[config.mk]
export PLATFORM = sky130hd
export DESIGN_NAME = adder_tree_pipe
export DESIGN_NICKNAME = d
export VERILOG_FILES = /design/src/rtl/adder_tree_pipe.sv
export SDC_FILE = /design/constraint.sdc
export NUM_CORES = 1
export LEC_CHECK = 0
export CORE_ASPECT_RATIO = 0.75
export CORE_MARGIN = 5
export CORE_UTILIZATION = 50
export DETAILED_ROUTE_END_ITERATION = 10
export GPL_TIMING_DRIVEN = 0
export HOLD_SLACK_MARGIN = 0.03
export PLACE_DENSITY = 0.76
export SYNTH_ARGS = -nofsm -noshare
export SYNTH_HDL_FRONTEND = slang
export SYNTH_SLANG_ARGS = --single-unit
[constraint.sdc]
create_clock -name clk -period 3.45 [get_ports clk]
set_clock_uncertainty 0.05 [all_clocks]
set_input_delay 0.69 -clock clk [delete_from_list [all_inputs] [get_ports clk]]
set_output_delay 0.69 -clock clk [all_outputs]
set_load 0.02 [all_outputs]
[src/rtl/adder_tree_pipe.sv]
// adder_tree_pipe: pipelined unsigned adder tree that sums INPUTS_NUM words.
//   Each tree level adds neighbouring pairs and registers the result.
//   A new input vector is accepted every clock. Latency is STAGES clocks.
// Ports:
//   clk    rising-edge clock
//   rst    synchronous, active-high reset; clears every pipeline register
//   idata  INPUTS_NUM unsigned words; word i = idata[i*IDATA_WIDTH +: IDATA_WIDTH]
//   odata  registered, overflow-free sum of all words
module adder_tree_pipe #(
  parameter  int unsigned INPUTS_NUM  = 7,
  parameter  int unsigned IDATA_WIDTH = 16,
  localparam int unsigned STAGES      = (INPUTS_NUM > 1) ? $clog2(INPUTS_NUM) : 1,
  localparam int unsigned ODATA_WIDTH = IDATA_WIDTH + $clog2(INPUTS_NUM)
) (
  input  logic                              clk,
  input  logic                              rst,
  input  logic [INPUTS_NUM*IDATA_WIDTH-1:0] idata,
  output logic [ODATA_WIDTH-1:0]            odata
);

  // Number of nodes on tree level lvl (level 0 = the input words).
  function automatic int unsigned level_nodes(input int unsigned lvl);
    level_nodes = (INPUTS_NUM + (32'd1 << lvl) - 32'd1) >> lvl;
  endfunction

  for (genvar k = 0; k <= STAGES; k++) begin : g_lvl
    localparam int unsigned NODES = level_nodes(k);

    for (genvar j = 0; j < NODES; j++) begin : g_node
      logic [ODATA_WIDTH-1:0] node_q;

      if (k == 0) begin : g_leaf
        // Leaves are the raw input words, zero-extended to the sum width.
        assign node_q = ODATA_WIDTH'(idata[j*IDATA_WIDTH +: IDATA_WIDTH]);
      end else begin : g_sum
        localparam int unsigned PREV = level_nodes(k - 1);
        logic [ODATA_WIDTH-1:0] node_d;

        // Pair up children; an unpaired last child is carried forward as-is.
        if (2*j + 1 < PREV) begin : g_pair
          assign node_d = g_lvl[k-1].g_node[2*j].node_q + g_lvl[k-1].g_node[2*j+1].node_q;
        end else begin : g_pass
          assign node_d = g_lvl[k-1].g_node[2*j].node_q;
        end

        always_ff @(posedge clk) begin
          if (rst) begin
            node_q <= '0;
          end else begin
            node_q <= node_d;
          end
        end
      end
    end
  end

  assign odata = g_lvl[STAGES].g_node[0].node_q;

endmodule

==> flow_summary.ini, run 1 <==
[detailed_routing]
drcViolationCount = 0
first_iter_violations = 444
ant_nets = 0
routedWlPerCell_um = 15.5
route.vias.total = 6802
dr.pass1.iters = 5
routed_wl_um = 19100
vias_per_cell = 5.50

[min_path]
worstHoldEndpoint = g_lvl[2].g_node[1].node_q[16]$_SDFF_PP0_
holdCritStartpoint = g_lvl[1].g_node[2].node_q[16]$_SDFF_PP0_
whs_path_depth = 2
min_path_type = register to register

[timing]
period_share = 0.906
fmax_mhz = 320
tns_ns = 0
tightest_slew_ns = 0.794
drv_slew = 0
rsz0062_at_grt = no
timing.final.hold_violations = 0
fin_crit_ns = 3.13
maxSlewHeadroom = 0.457
holdWs_ns = 0.469
finalSetupViolCount = 0

[finish]
num_antenna_cells = 0
drive_gt1_frac = 0.0679
final_cell_mix = clkdlybuf4s50_1 (131), dfxtp_1 (122), nor2_1 (115)
synthToLayoutAreaGrowth_pct = 28.5
layout_commonest_cell = clkdlybuf4s50_1
nNetsFinal = 1237

[synthesis]
yosysTopAreaCell = dfxtp_1
syn_area_per_cell_um2 = 8.84
ys_types = 73
ys_warn_count = 0
synth.top_cell.area_share = 0.318
ys_seq_elements = 122
synth_area_um2 = 7670
syn-num-nets = 1087
synth_edf_count = 0
synth.area.top_cells = dfxtp_1 (32%), ha_1 (16%), nor2_1 (5.6%)
synth_ff_type = dfxtp_1
synthArstFlopShare = 0
seq_area_frac_synth = 0.318
synthCells = 868

[floorplan]
fp.dieH_um = 117
num_io_pins = 133
start_util = 0.507
die_w_um = 153
dieArea_um2 = 18000
core_region_area_um2 = 15100
rows = 39

[status]
outcome = finished clean

[cts]
cts.repair.resized = 0
cts.htree.levels = 4
numClockSinks = 122
insertion_delay_ns = 0.41
hold_buffers = 0
clk_path_buf_depth = 2
cts_made_buffers = 17
cts_tree = built
clock-root-buffer = clkbuf_16
postCtsSetupBuffers = 0
clk_pin_slew_ns = 0.05

[placed_design]
hpwl_um = 14600
placement.io_buffers = 131
place_congestion = 0.928

[grt]
grt_usage = 0.210
grt-ovfl-total = 0
grt_pass1_wl_um = 30800
grt_start_max_net_pins = 17
grt_antenna_before_repair = 0
grt_pass1_vias = 6379

[worst_setup_path]
max_stage_delay_ns = 0.45
cp-end-kind = register
reg2reg_depth = 9
critical_path.startpoint_type = primary input
r2r-start = g_lvl[1].g_node[0].node_q[0]$_SDFF_PP0_
worstPathRequired_ns = 3.70
critPathKind = primary input to register
crit_chain = clkdlybuf4s50_1, ha_1, fa_1, a211oi_1, nor2_1, o31ai_1, a31oi_1, o21a_1, o31a_1
cpMaxStageDelayCell = fa_1
reg2reg_to = g_lvl[2].g_node[0].node_q[16]$_SDFF_PP0_
cp_max_fo = 3
reg2reg_setup_slack_ns = 0.90
arrival_ns = 3.38

[power]
irDropWorstVdd_mv = 0.382
leakagePower_uw = 0.00431
powerDensity_nw_per_um2 = 519

[run]
cap_violations = 0
-- kinds of logic after synthesis --
kind of cell	Yosys count	share of synthesized area
AND/OR/NAND/NOR	277	0.174
buffers and inverters	55	0.0272
XOR/XNOR	47	0.0536
multiplexers	17	0.0248
AO/OA/AOI/OAI	245	0.225
flip-flops	122	0.318
adder cells (fa/ha/maj)	105	0.177
-- how the worst max path moves through the flow --
stage	start	to	slack, ns
after floorplan	idata[0]	g_lvl[1].g_node[0].node_q[14]$_SDFF_PP0_	0.71
after global placement	idata[64]	g_lvl[1].g_node[2].node_q[16]$_SDFF_PP0_	0.007
after detailed placement	idata[0]	g_lvl[1].g_node[0].node_q[14]$_SDFF_PP0_	-0.01
after CTS	idata[64]	g_lvl[1].g_node[2].node_q[16]$_SDFF_PP0_	0.41
after global routing	idata[64]	g_lvl[1].g_node[2].node_q[16]$_SDFF_PP0_	0.20
final	idata[64]	g_lvl[1].g_node[2].node_q[16]$_SDFF_PP0_	0.32
-- layout make-up --
type | instances | area [um2]
fillers | 1269 | 5260
clock buffers | 24 | 482
repair buffers | 131 | 1310
well taps | 205 | 256
multi-input cells | 691 | 5020
clock inverters | 8 | 140
inverters | 34 | 128
flip-flops and latches | 122 | 2440
plain buffers | 21 | 81.3
-- flip-flops by register name, summed over array words and instances (netlist names) --
signal,flops
g_lvl.g_node.node_q,103
odata,19
-- synth_stat cells (all sizes together), types with 4 or more instances --
library cell / number
o21bai: 10
ha: 99
a31oi: 15
and3: 10
and2: 6
inv: 34
a21boi: 4
fa: 6
or3: 4
a211oi: 16
mux2: 16
nand4: 10
nor2b: 43
a21oi: 69
o21ai: 35
o2111ai: 5
o31ai: 7
o211ai: 6
buf: 4
nand3: 19
o21a: 12
a21o: 41
dfxtp: 122
nor3: 23
clkbuf: 17
nand2: 32
nor2: 115
xnor2: 26
nand2b: 4
xor2: 21
-- where the power goes --
| part | total [uW] | switching [uW] | internal [uW] |
|---|---|---|---|
| logic | 1560 | 829 | 731 |
| registers | 1680 | 69.9 | 1610 |
| clock network | 1880 | 615 | 1260 |
-- metal layers --
| layer | share of wire | vias to the layer above | track usage |
|---|---|---|---|
| met1 | 0.50 | 3124 | 0.300 |
| met4 | 0.013 | 0 | 0.0558 |
| met3 | 0.059 | 30 | 0.0412 |
| li1 | - | 3449 | - |
| met2 | 0.43 | 199 | 0.328 |
| met5 | 0 | - | 0 |
-- critical path: cells and delay by family --
family	cells	cell delay (ns)
simple gates	1	0.13
compound gates	5	1.43
buf+inv	1	0.40
fa+ha+maj	2	0.71
-- stage by stage --
step                cell area, um2   util  worst slack, ns  cells  total power [uW]
floorplan                     7670      -            0.709    868              2760
global placement              9240  0.611          0.00713   1204              3210
detailed placement            9240  0.611          -0.0110   1204              3240
CTS                           9860  0.652            0.411   1236              5120
global route                  9860  0.652            0.203   1236              5390
finish                        9860  0.652            0.324   1236              5120
Note: power is estimated with default switching activity, not from simulation.
==> run 2, diff against run 1 <==
--- a/config.mk
+++ b/config.mk
@@ -7,11 +7,10 @@
 export LEC_CHECK = 0
 export CORE_ASPECT_RATIO = 0.75
 export CORE_MARGIN = 5
-export CORE_UTILIZATION = 50
+export CORE_UTILIZATION = 33
 export DETAILED_ROUTE_END_ITERATION = 10
 export GPL_TIMING_DRIVEN = 0
 export HOLD_SLACK_MARGIN = 0.03
-export PLACE_DENSITY = 0.76
 export SYNTH_ARGS = -nofsm -noshare
 export SYNTH_HDL_FRONTEND = slang
 export SYNTH_SLANG_ARGS = --single-unit
==> flow_summary.ini, run 2 (synthesized netlist as in run 1, its figures left out) <==
[status]
outcome = finished clean

[grt]
grt_pass1_wl_um = 30900
grt_antenna_before_repair = 0
grt-ovfl-total = 0
grt_start_max_net_pins = 17
grt_usage = 0.145
grt_pass1_vias = 6282

[detailed_routing]
first_iter_violations = 450
drcViolationCount = 0
routedWlPerCell_um = 14.6
route.vias.total = 6674
dr.pass1.iters = 4
vias_per_cell = 5.01
routed_wl_um = 19400
ant_nets = 0

[worst_setup_path]
cp_max_fo = 3
critPathKind = primary input to register
r2r-start = g_lvl[1].g_node[1].node_q[0]$_SDFF_PP0_
reg2reg_depth = 9
reg2reg_setup_slack_ns = 0.94
reg2reg_to = g_lvl[2].g_node[0].node_q[16]$_SDFF_PP0_
cp-startpoint = idata[64]
cp-end-kind = register
arrival_ns = 3.39
critical_path.startpoint_type = primary input
worstPathRequired_ns = 3.70

[timing]
fin_crit_ns = 3.14
setup_slack_ns = 0.306
rsz0062_at_grt = no
drv_slew = 0
tns_ns = 0
finalSetupViolCount = 0
timing.final.hold_violations = 0
maxSlewHeadroom = 0.398
period_share = 0.911
fmax_mhz = 318
tightest_slew_ns = 0.880

[finish]
synthToLayoutAreaGrowth_pct = 29.3
design_area_um2 = 9920
regArea_um2 = 2440
num_antenna_cells = 0
regMostFlops = g_lvl.g_node.node_q
multi_input_area_um2 = 5020
layout_commonest_cell = clkdlybuf4s50_1
final_cell_mix = clkdlybuf4s50_1 (131), dfxtp_1 (122), nor2_1 (115)
fill_cells = 2292
nNetsFinal = 1237
largest_register_ffs = 103
final_util = 0.432
drive_gt1_frac = 0.0698

[min_path]
min_path_type = register to register
worstHoldEndpoint = g_lvl[2].g_node[1].node_q[16]$_SDFF_PP0_
holdCritStartpoint = g_lvl[1].g_node[2].node_q[16]$_SDFF_PP0_
whs_path_depth = 2

[cts]
postCtsSetupBuffers = 0
clock-root-buffer = clkbuf_16
cts.repair.resized = 0
cts.htree.levels = 4
insertion_delay_ns = 0.41
cts_made_buffers = 17
clk_pin_slew_ns = 0.06
clk_path_buf_depth = 2
numClockSinks = 122
hold_buffers = 0
cts_tree = built

[floorplan]
start_util = 0.334
dieArea_um2 = 26400
die_w_um = 186
rows = 48
fp.dieH_um = 142
num_io_pins = 133
core_region_area_um2 = 22900

[placed_design]
hpwl_um = 15500
place_area_um2 = 9360
placement.io_buffers = 131
pre_cts_slack_ns = -0.0551
place_congestion = 0.857

[run]
cap_violations = 0

[power]
power_uw = 4890
irDropWorstVdd_mv = 0.415
powerDensity_nw_per_um2 = 493
leakagePower_uw = 0.00426
run 2: worst max path at each step:
stage                     cells after the start  slack (ns)                                  endpoint
final                                         9        0.31  g_lvl[1].g_node[2].node_q[16]$_SDFF_PP0_
after global routing                          9        0.16  g_lvl[1].g_node[2].node_q[16]$_SDFF_PP0_
after CTS                                     9        0.35  g_lvl[1].g_node[2].node_q[16]$_SDFF_PP0_
after detailed placement                      9       -0.06  g_lvl[1].g_node[2].node_q[16]$_SDFF_PP0_
after global placement                        9       -0.04  g_lvl[1].g_node[2].node_q[16]$_SDFF_PP0_
after floorplan                               8        0.71  g_lvl[1].g_node[0].node_q[14]$_SDFF_PP0_
run 2: final cells by class:
cell class / count / share of cell area
tap: 300 / 0.0378
buffer: 21 / 0.00820
clock buffer: 21 / 0.0464
clock inverter: 11 / 0.00984
timing repair buffer: 131 / 0.132
sequential: 122 / 0.246
inverter: 34 / 0.0129
multi-input combinational: 691 / 0.506
run 2: worst max-delay path: stages:
cell             delay (ns)
clkdlybuf4s50_1        0.41
ha_1                   0.26
fa_1                   0.44
a211oi_1               0.35
nor2_1                 0.12
o31ai_1                0.47
a31oi_1                0.21
o21a_1                 0.22
o31a_1                 0.23
run 2: power breakdown:
part,switching [uW],internal [uW],total [uW]
Clock,636,1020,1660
Combinational,814,729,1540
Sequential,71.5,1610,1690
run 2: layer usage:
layer	global-route usage	share of wire
met1	0.215	0.52
met2	0.214	0.42
met3	0.0263	0.049
met4	0.0464	0.017
met5	0	0
run 2: through the flow:
stage | hold slack (ns) | instances
finish | 0.459 | 1331
global placement | 0.460 | 1299
detailed placement | 0.455 | 1299
global route | 0.510 | 1331
floorplan | 0.416 | 868
CTS | 0.461 | 1331
==> run 3, diff against run 2 <==
--- a/config.mk
+++ b/config.mk
@@ -8,6 +8,7 @@
 export CORE_ASPECT_RATIO = 0.75
 export CORE_MARGIN = 5
 export CORE_UTILIZATION = 33
+export CTS_CLUSTER_DIAMETER = 60
 export DETAILED_ROUTE_END_ITERATION = 10
 export GPL_TIMING_DRIVEN = 0
 export HOLD_SLACK_MARGIN = 0.03
==> results of run 3 <==
The final DEF is identical to that of run 2; final timing and power are the same.
